$ cat config.mk
export PLATFORM = sky130hd
export DESIGN_NAME = cms_ctrl_sequencer
export DESIGN_NICKNAME = d
export VERILOG_FILES = /design/src/rtl/cms_ctrl_sequencer.sv
export SDC_FILE = /design/constraint.sdc
export NUM_CORES = 1
export LEC_CHECK = 0
export CORE_UTILIZATION = 58
export DETAILED_ROUTE_END_ITERATION = 10
export PLACE_DENSITY = 0.75
export SYNTH_ARGS = -nofsm -noshare
export SYNTH_HDL_FRONTEND = slang
export SYNTH_SLANG_ARGS = --single-unit
$ cat constraint.sdc
create_clock -name clk -period 12.1 [get_ports clk]
set_input_delay 2.42 -clock clk [delete_from_list [all_inputs] [get_ports clk]]
set_output_delay 2.42 -clock clk [all_outputs]
set_load 0.01 [all_outputs]
$ cat src/rtl/cms_ctrl_sequencer.sv
// rtl/cms_ctrl_sequencer.sv - queues host register writes and replays them as spaced setup/pulse/gap sequences
module cms_ctrl_sequencer #(
  parameter int ADDR_WIDTH   = 4,
  parameter int DATA_WIDTH   = 64,
  parameter int FIFO_DEPTH   = 8,
  parameter int SETUP_CYCLES = 1,
  parameter int PULSE_CYCLES = 1,
  parameter int GAP_CYCLES   = 1
) (
  input  logic                          clk,
  input  logic                          rst_n,
  input  logic                          cmd_valid,
  output logic                          cmd_ready,
  input  logic [ADDR_WIDTH-1:0]         cmd_addr,
  input  logic [DATA_WIDTH-1:0]         cmd_data,
  input  logic                          flush,
  input  logic                          clear_overflow,
  output logic [ADDR_WIDTH-1:0]         ctrl_addr,
  output logic [DATA_WIDTH-1:0]         ctrl_wdata,
  output logic                          ctrl_write_enable,
  output logic                          busy,
  output logic [$clog2(FIFO_DEPTH):0]   pending,
  output logic                          overflow,
  output logic                          cmd_done
);

  localparam int AW = $clog2(FIFO_DEPTH);
  localparam int CW = 16;
  localparam int EW = ADDR_WIDTH + DATA_WIDTH;

  typedef enum logic [1:0] {
    S_IDLE  = 2'd0,
    S_SETUP = 2'd1,
    S_PULSE = 2'd2,
    S_GAP   = 2'd3
  } state_e;

  state_e                 state_q, state_d;
  logic [CW-1:0]          cnt_q, cnt_d;
  logic [AW:0]            wr_ptr_q, wr_ptr_d;
  logic [AW:0]            rd_ptr_q, rd_ptr_d;
  logic [AW:0]            count_q, count_d;
  logic                   cmd_ready_q, cmd_ready_d;
  logic                   overflow_q, overflow_d;
  logic [ADDR_WIDTH-1:0]  ctrl_addr_q, ctrl_addr_d;
  logic [DATA_WIDTH-1:0]  ctrl_wdata_q, ctrl_wdata_d;
  logic [EW-1:0]          mem_q [FIFO_DEPTH];
  logic [EW-1:0]          head;
  logic                   push, pop, cnt_zero;

  assign head = mem_q[rd_ptr_q[AW-1:0]];

  // A flush drops any accept in the same cycle; the pop still proceeds.
  always_comb begin
    cnt_zero = (cnt_q == '0);
    push     = cmd_valid & cmd_ready_q & ~flush;
    pop      = ((state_q == S_IDLE) || ((state_q == S_GAP) && cnt_zero)) && (count_q != '0);
  end

  always_comb begin
    state_d = state_q;
    cnt_d   = cnt_zero ? cnt_q : cnt_q - CW'(1);
    case (state_q)
      S_IDLE: begin
        if (pop) begin
          state_d = S_SETUP;
          cnt_d   = CW'(SETUP_CYCLES - 1);
        end
      end
      S_SETUP: begin
        if (cnt_zero) begin
          state_d = S_PULSE;
          cnt_d   = CW'(PULSE_CYCLES - 1);
        end
      end
      S_PULSE: begin
        if (cnt_zero) begin
          state_d = S_GAP;
          cnt_d   = CW'(GAP_CYCLES - 1);
        end
      end
      S_GAP: begin
        if (cnt_zero) begin
          if (pop) begin
            state_d = S_SETUP;
            cnt_d   = CW'(SETUP_CYCLES - 1);
          end else begin
            state_d = S_IDLE;
            cnt_d   = '0;
          end
        end
      end
      default: begin
        state_d = S_IDLE;
        cnt_d   = '0;
      end
    endcase
  end

  always_comb begin
    wr_ptr_d = wr_ptr_q;
    rd_ptr_d = rd_ptr_q;
    count_d  = count_q;
    if (flush) begin
      wr_ptr_d = '0;
      rd_ptr_d = '0;
      count_d  = '0;
    end else begin
      if (push) wr_ptr_d = wr_ptr_q + (AW+1)'(1);
      if (pop)  rd_ptr_d = rd_ptr_q + (AW+1)'(1);
      case ({push, pop})
        2'b10:   count_d = count_q + (AW+1)'(1);
        2'b01:   count_d = count_q - (AW+1)'(1);
        default: count_d = count_q;
      endcase
    end
    cmd_ready_d = (count_d != (AW+1)'(FIFO_DEPTH));
  end

  // Output registers only move on a pop, so IDLE holds the last command.
  always_comb begin
    ctrl_addr_d  = ctrl_addr_q;
    ctrl_wdata_d = ctrl_wdata_q;
    if (pop) begin
      ctrl_addr_d  = head[EW-1:DATA_WIDTH];
      ctrl_wdata_d = head[DATA_WIDTH-1:0];
    end
    overflow_d = overflow_q;
    if (cmd_valid && !cmd_ready_q) overflow_d = 1'b1;
    else if (clear_overflow)       overflow_d = 1'b0;
  end

  always_ff @(posedge clk or negedge rst_n) begin
    if (!rst_n) begin
      state_q      <= S_IDLE;
      cnt_q        <= '0;
      wr_ptr_q     <= '0;
      rd_ptr_q     <= '0;
      count_q      <= '0;
      cmd_ready_q  <= 1'b1;
      overflow_q   <= 1'b0;
      ctrl_addr_q  <= '0;
      ctrl_wdata_q <= '0;
    end else begin
      state_q      <= state_d;
      cnt_q        <= cnt_d;
      wr_ptr_q     <= wr_ptr_d;
      rd_ptr_q     <= rd_ptr_d;
      count_q      <= count_d;
      cmd_ready_q  <= cmd_ready_d;
      overflow_q   <= overflow_d;
      ctrl_addr_q  <= ctrl_addr_d;
      ctrl_wdata_q <= ctrl_wdata_d;
    end
  end

  always_ff @(posedge clk) begin
    if (push) mem_q[wr_ptr_q[AW-1:0]] <= {cmd_addr, cmd_data};
  end

  assign cmd_ready         = cmd_ready_q;
  assign ctrl_addr         = ctrl_addr_q;
  assign ctrl_wdata        = ctrl_wdata_q;
  assign ctrl_write_enable = (state_q == S_PULSE);
  assign cmd_done          = (state_q == S_GAP) && cnt_zero;
  assign busy              = (state_q != S_IDLE) || (count_q != '0);
  assign pending           = count_q;
  assign overflow          = overflow_q;

endmodule

==> results of run 1 <==
## path summary, 6_finish.rpt
kind	to	start
max	cmd_done	cnt_q[0]
min	ctrl_wdata[8]	ctrl_wdata[8]
max reg2reg	cmd_ready	cnt_q[0]
min reg2reg	ctrl_wdata[8]	ctrl_wdata[8]
max in group asynchronous	rd_ptr_q[2]	rst_n
min in group asynchronous	ctrl_wdata[45]	rst_n
## state kept, by name, indices dropped and copies added, names as in the netlist, 2 cells and up
| signal | flops |
|---|---|
| mem_q | 544 |
| ctrl_wdata | 64 |
| cnt_q | 16 |
| ctrl_addr | 4 |
| pending | 4 |
| rd_ptr_q | 3 |
| wr_ptr_q | 3 |
| state_q | 2 |
## cells in the final DEF, fill, tap and decap left out, drive strengths merged, types with 2 or more instances in the layout
cell type	count
inv	14
bufinv	4
nor3	8
nand3b	2
or3	4
dfrtp	97
or4	3
nor2	102
xnor2	4
o21ai	5
nor4b	2
ha	13
nand3	9
clkbuf	93
buf	19
nand2	14
clkinv	13
nand2b	3
mux2i	74
edfxtp	544
mux4	136
nand4	3
nor2b	3
a21oi	79
clkdlybuf4s50	148
nor4	5
xor2	11
## layer usage
layer  wire (um)  up-vias
li1            -     5174
met1       19400     6088
met2       23000      301
met3        2020       65
met4         848        2
met5          12        -
## through the flow
stage	instances	hold WS [ps]	setup WS (ps)	power (mW)	instance area [um2]
after floorplan	1201	526	4020	3.46	24400
after global placement	1844	499	6590	3.89	26500
after detailed placement	1844	520	6550	3.92	26500
after CTS	1958	533	6680	5.82	28500
after global routing	1959	562	6510	6.02	28500
final	1959	527	6750	5.76	28500
## kinds of logic after synthesis
kind of cell | Yosys count
buffers and inverters | 66
adders and majority gates | 13
and+or+nand+nor | 162
muxes | 211
xor gates and xnor gates | 15
DFF | 642
AOI/OAI and AO/OA | 92
## worst max-delay path, cell delays in order, from the launching register on
cell	delay, ps
sky130_fd_sc_hd__dfrtp_1	370
sky130_fd_sc_hd__inv_1	110
sky130_fd_sc_hd__ha_1	230
sky130_fd_sc_hd__nor4b_1	280
sky130_fd_sc_hd__nand4_1	550
sky130_fd_sc_hd__nor2_1	240
sky130_fd_sc_hd__clkdlybuf4s50_1	560
## report_power, final
group | internal [mW] | switching, mW
clock | 1.11 | 0.782
combinational | 0.562 | 0.599
sequential | 2.60 | 0.111
## cell type report
| type | instances | share of cell area (%) |
|---|---|---|
| flip-flops and latches | 642 | 65.9 |
| well taps | 532 | 2.33 |
| diodes | 1 | 0.00877 |
| inverters | 10 | 0.132 |
| clock buffers | 93 | 6.30 |
| repair buffers | 167 | 5.69 |
| multi-input cells | 493 | 18.9 |
| clock inverters | 21 | 0.789 |
## cell usage after synthesis (3+ instances only)
master	count	area (um2)
sky130_fd_sc_hd__nand4_1	3	18.8
sky130_fd_sc_hd__nand3_1	9	45.0
sky130_fd_sc_hd__nor2b_1	3	18.8
sky130_fd_sc_hd__o21ai_0	4	20.0
sky130_fd_sc_hd__inv_1	10	37.5
sky130_fd_sc_hd__nand2_1	14	52.6
sky130_fd_sc_hd__mux2i_1	74	741
sky130_fd_sc_hd__ha_1	13	163
sky130_fd_sc_hd__nor3_1	7	35.0
sky130_fd_sc_hd__clkbuf_1	29	109
sky130_fd_sc_hd__nor4_1	4	25.0
sky130_fd_sc_hd__xor2_1	11	96.3
sky130_fd_sc_hd__or3_1	4	25.0
sky130_fd_sc_hd__nand2b_1	3	18.8
sky130_fd_sc_hd__a21oi_1	79	395
sky130_fd_sc_hd__xnor2_1	4	35.0
sky130_fd_sc_hd__mux4_2	136	3060
sky130_fd_sc_hd__edfxtp_1	544	16300
sky130_fd_sc_hd__or4_1	3	22.5
sky130_fd_sc_hd__buf_2	25	125
sky130_fd_sc_hd__dfrtp_1	97	2430
sky130_fd_sc_hd__nor2_1	102	383
==> results.txt, run 1 <==
- CP endpoint kind: primary output
- STA classifies the critical path startpoint as a register.
- Setup repair after global routing missed its margin: false
* Floorplan row count: between 70 and 80
- Worst reg2reg path depth: 14
* Aggregate routed wire length: between 40000 and 50000 um
- Across the VDD grid, the largest voltage drop is 143 uV.
- Iter 0 DRT Violations: just under 1000
- Routability-driven placement finished with a final weighted congestion of a little under 0.8.
- Via count of the first global-routing pass: around 12000
* Die area: 42900 um2
- Number of setup violations in the final report: 0
* Number of antenna violations at the first check in global routing: 2
- Once the floorplan was initialized, standard cells occupied 59.2% of the core.
- Biggest fanout along the worst timing path: 12
- The path class of the tightest hold or removal check is register to register.
- TritonCTS created 60 clock buffers.
- The critical path in this run is classified as register to primary output.
- CTS resizes: 0
- Avg Cell Area, Syn: between 20 and 25 um2
- Clock root buffer: sky130_fd_sc_hd__clkbuf_16
* Static Leakage: between 9 and 10 nW
- Buffers added to address setup during post-CTS repair amount to 0.
- Number of nets in the layout: between 1000 and 1500
- Dividing the detail-routed wire length by the instance count gives between 20 and 25 um.
- Across the whole layout, storage elements account for about 19000 um2.
- The routed layout has 11600 vias.
* Vertical die dimension: roughly 210 um
* Cell area after technology mapping: between 20000 and 25000 um2
- Final slew viol count: 0
- The synthesized design contains 544 enable-type register cells.
- The worst hold path was traced through 2 stages.
- Flop and latch count out of synthesis: around 640
- The count of nets left with antenna violations once routing finished came out at 0.
* Count of warnings emitted by yosys: 0
- The region available for standard cell placement spans 41200 um2.
- Minimum setup slack among reg-to-reg paths: 7700 ps
- Maximum number of pins on one net before global-route repair: between 80 and 90
- TritonCTS built the clock tree.
- For this run the aggregate overflow at the end of global routing stands at 0.
- Hold violation count in the final report: 0
* Drc violations: 0
- In this run the tool buffered the top-level ports with roughly 150 buffer cells.
* Max_slew headroom: 28.1%
- By area, the combinational part of the netlist is dominated by multiplexers.
- In the final layout, the share of cells above drive strength 1 is between 10% and 20%.
- Pre-Repair DR Iteration Count: 5
* Proportion of register bits with asynchronous set or reset after synthesis: about 15%
- Clock-pin slew was measured on the worst setup and hold paths at approximately 60 ps.
- Relative to the synthesized area, the layout overhead comes to 16.9%.
- In the synthesized netlist the dominant register cell turns out to be sky130_fd_sc_hd__edfxtp_1.
- Synthesized-area fraction occupied by and/or/nand/nor cells: about 3%
- In the global route stage, met1 resource usage came out at a little under a third.
- The later pin in the worst-skew pair is clocked with a latency of 600 ps.
* Max frequency: between 150 and 200 MHz
* Tightest Pin Transition: about 1100 ps
- For this design the ratio of total power to cell area is approximately 200 nW/um2.
- Fraction of synthesized cell area in xor and xnor cells: less than 1%
- The number of nets in the synthesized netlist is approximately 1300.
- Synthesis produced a netlist whose cell count is approximately 1200.
- The run finished with clean final reports.
- The longest clock path from root to sink contains 3 buffers.
- Distinct cells, synth: 43
- The clock net in this run drives a total of 642 sinks.
* Hold bufs inserted after CTS: 0
- Fraction of the cycle the final worst path needs: 44.2%
- Of the total synthesized cell area, the portion taken by full adders, half adders and majority gates is less than 1%.
* Met3 global-route usage: under 10%
- Data arrival time at the worst-slack endpoint: approximately 3000 ps
* GR Layer Usage met2: between 30 and 40%
* Fin util: 69.3%
- The synthesized netlist devotes roughly 2.0% of its cell area to compound gates.
* DR vias/cell: 5.94
- In the final layout, the multi-input gates occupy about 5400 um2.
* Maximum level of the CTS H-tree: 2
* Width of the die: between 200 and 250 um
* Number of I/O pins: 150
- Setup TNS: 0 ps
- At the worst endpoint, the required time is around 9700 ps.
- Number of fillers in the final layout: roughly 2500
- The first global-routing pass estimated between 70000 and 80000 um of wire.
- For the final database, setup skew stands at about 13 ps.
- After synthesis, flip-flops and latches occupy around 77% of the total area.
- Share of synthesized area spent on multiplexers: 15.6%
- Max-cap violations in this run came to 0.
- Once detailed placement completed, the half-perimeter wirelength came to 25300 um.
- Total Routing Usage GR: 21.7%
* GR peak layer: met2
* Min cycle time layout: between 5000 and 6000 ps
Power figures use the tool's default switching activity.
==> run 2, diff against run 1 <==
==> constraint.sdc (replaced) <==
create_clock -name clk -period 5.35 [get_ports clk]
set_input_delay 1.07 -clock clk [delete_from_list [all_inputs] [get_ports clk]]
set_output_delay 1.07 -clock clk [all_outputs]
set_load 0.01 [all_outputs]
==> results.txt, run 2 (same netlist as run 1, synthesis figures left out) <==
- TritonCTS clock tree: done (unchanged)
- Max clock buf depth: 3 (unchanged)
* Number of routed nets with antenna violations: 0 (unchanged)
- The full die area is 42900 um2 (unchanged).
* Master of the slowest instance on the critical path: sky130_fd_sc_hd__clkdlybuf4s50_1 (unchanged)
* Worst path required time: 4280 ps (was 9680 ps)
- DR vias/cell: 5.92 (was 5.94)
* Data arrival time at the worst-slack endpoint: 2870 ps (was 2930 ps)
- Iter 0 DRT Violations: 810 (was 967)
- Area added between synthesis and finish: 18.2% (was 16.9%)
* Cell-by-cell trace of the critical path: inv_1 -> ha_1 -> nor4b_1 -> nand4_1 -> nor2_1 -> clkdlybuf4s50_1 (unchanged)
- Minimum setup slack among reg-to-reg paths: 1610 ps (was 7700 ps)
* Setup TNS: 0 ps (unchanged)
- The hold violation count in the final report came to 0 (unchanged).
- Launch point of the critical path: cnt_q[0] (unchanged)
- The post-detailed-placement half-perimeter wirelength was 25800 um (was 25300 um).
- Initial core utilization: 59.2% (unchanged)
* Static Leakage: 9.37 nW (was 9.26 nW)
* Worst min path class: register to register (unchanged)
* Cell Count, Final, Fillers Out: 1974 (was 1959)
- The final setup violation count came to 0 (unchanged).
* Fraction of the cycle the final worst path needs: between 70% and 80%
- The capture instance of the worst register-to-register path is ctrl_addr[3] (was cmd_ready).
* Worst reg2reg path startpoint: cnt_q[0] (unchanged)
* Post-Route Hold Slack: 524 ps (was 527 ps)
- Pre-Repair DR Iteration Count: 5 (unchanged)
- The initial antenna violation count is 4 (was 2).
- The most common library cell in the layout ignoring fill and taps is sky130_fd_sc_hd__edfxtp_1 (unchanged).
* Worst Setup EP: cmd_done (unchanged)
* First-pass GRT wire length: 72800 um (was 70700 um)
* Routed wire length per instance: 23.9 um (was 23.1 um)
* Number of I/O pins: 150 (unchanged)
* Final Total Pwr: 13.4 mW (was 5.76 mW)
- Final Wtd Congestion: 0.783 (was 0.769)
- Fraction of final layout cells with drive strength greater than 1: 19.0% (was 18.7%)
* GRT Residual Overflow: 0 (unchanged)
* Inserted Clock Buffers: 66 (was 60)
- Biggest fanout along the worst timing path: 12 (unchanged)
- Placed cell count: 1850 (was 1844)
- The root buffer selected by CTS was sky130_fd_sc_hd__clkbuf_16 (unchanged).
- Maximum level of the CTS H-tree: 3 (was 2)
* Number of nets in the layout: 1472 (was 1460)
- Setup repair bufs after CTS: 0 (unchanged)
- Area inside the core boundary: 41200 um2 (unchanged)
- The number of standard-cell rows in the floorplan was 74 (unchanged).
- The worst reg-to-reg path cell count was 9 (was 14).
- The later-pin clock latency in the skew report is 580 ps (was 600 ps).
* Width of the die: 207 um (unchanged)
* Cell Pwr Density: 464 nW/um2 (was 202 nW/um2)
- The number of vias in the routed layout was 11700 (was 11600).
- Outcome: finished, final reports clean (unchanged)
- The endpoint class of the critical path is a primary output (unchanged).
- The number of pins exceeding their max-slew limit in the final report was 0 (unchanged).
- Delay of the slowest critical-path stage: 570 ps (was 560 ps)
* Worst-case vdd ir drop: 291 uV (was 143 uV)
* IO Port Bufs: 149 (unchanged)
* CTS resizes: 0 (unchanged)
- The kind of start point of the critical path was a register (unchanged).
* Aggregate routed wire length: 47200 um (was 45300 um)
- Setup repair after global routing missed its margin: false (unchanged).
- Drc violations: 0 (unchanged)
* Total of max-cap violations: 0 (unchanged)
* Maximum number of pins on one net before global-route repair: 77 (was 84)
- The transition time at the pin with the least slew margin was 1050 ps (was 1080 ps).
- Fin util: 70.0% (was 69.3%)
- CTS sink count: 642 (unchanged)
* Via count of the first global-routing pass: 12300 (was 12100)
- Vertical die dimension: 207 um (unchanged)
* Clk_skew: 14.8 ps (was 13.1 ps)
- The clock transition at the registers of the reported paths is 60 ps (about the same).
- Max_slew headroom: 30.1% (was 28.1%)
- The post-cts hold buffer count was 0 (unchanged).
- Min cycle time layout: 3940 ps
- Max FFs per register: 544 (unchanged)
- Most frequent cells in the layout: 544 x sky130_fd_sc_hd__edfxtp_1, 148 x sky130_fd_sc_hd__clkdlybuf4s50_1, 136 x sky130_fd_sc_hd__mux4_2 (unchanged)
* Total Routing Usage GR: 22.7% (was 21.7%)
- The class of the most critical setup path was register to primary output (unchanged).
- Max frequency: 254 MHz
==> run 2: cell count changes in the layout (fill, tap and decap cells not counted) <==
cell	change
sky130_fd_sc_hd__buf_12	+6
sky130_fd_sc_hd__nor3_4	+2
sky130_fd_sc_hd__clkbuf_1	+5
sky130_fd_sc_hd__clkinv_2	-2
sky130_fd_sc_hd__clkbuf_16	+9
sky130_fd_sc_hd__clkinv_4	-2
sky130_fd_sc_hd__inv_6	-3
sky130_fd_sc_hd__clkinvlp_4	+1
sky130_fd_sc_hd__diode_2	+2
sky130_fd_sc_hd__clkinv_1	+2
sky130_fd_sc_hd__nor3_2	-2
sky130_fd_sc_hd__clkbuf_8	-3
==> run 2: power breakdown <==
part	switching (mW)	leakage [nW]	internal, mW
Combinational	1.35	2.24	1.28
Sequential	0.313	6.06	5.88
Clock	1.80	1.07	2.76
==> run 2: stage by stage <==
stage               worst slack [ps]  cell area [um2]
finish                          1410            28800
global route                    1190            28800
CTS                             1370            28800
detailed placement              1490            26600
global placement                1510            26600
floorplan                        461            24400
==> run 2: critical path: cells and delay by family (launching register included) <==
family | cells | cell delay, ps
fa+ha+maj | 1 | 210
flops | 1 | 380
simple gates | 3 | 1030
buf+inv | 2 | 670
==> run 2: worst min path at each step <==
stage | slack (ps) | end | depth (start not counted) | startpoint
6_report | 520 | overflow | 2 | overflow
5_1_grt | 550 | overflow | 2 | overflow
4_1_cts | 530 | overflow | 2 | overflow
3_5_place_dp | 520 | ctrl_wdata[37] | 2 | ctrl_wdata[37]
3_3_place_gp | 500 | overflow | 2 | overflow
2_1_floorplan | 530 | cnt_q[14] | 2 | cnt_q[14]
==> run 2: final cells by class <==
type / instances / area [um2]
Timing Repair Buffer: 173 / 1740
Multi-Input combinational cell: 493 / 5400
Clock buffer: 104 / 2000
Inverter: 10 / 37.5
Fill cell: 2486 / 12400
Antenna cell: 3 / 7.51
Clock inverter: 17 / 186
Tap cell: 532 / 666
Sequential cell: 642 / 18800
==> run 2: metal layers <==
layer  wire [um]  global-route usage (%)
met5          12                       0
met4         982                    7.62
met3        2750                    4.00
met2       23600                    37.2
met1       19900                    31.5
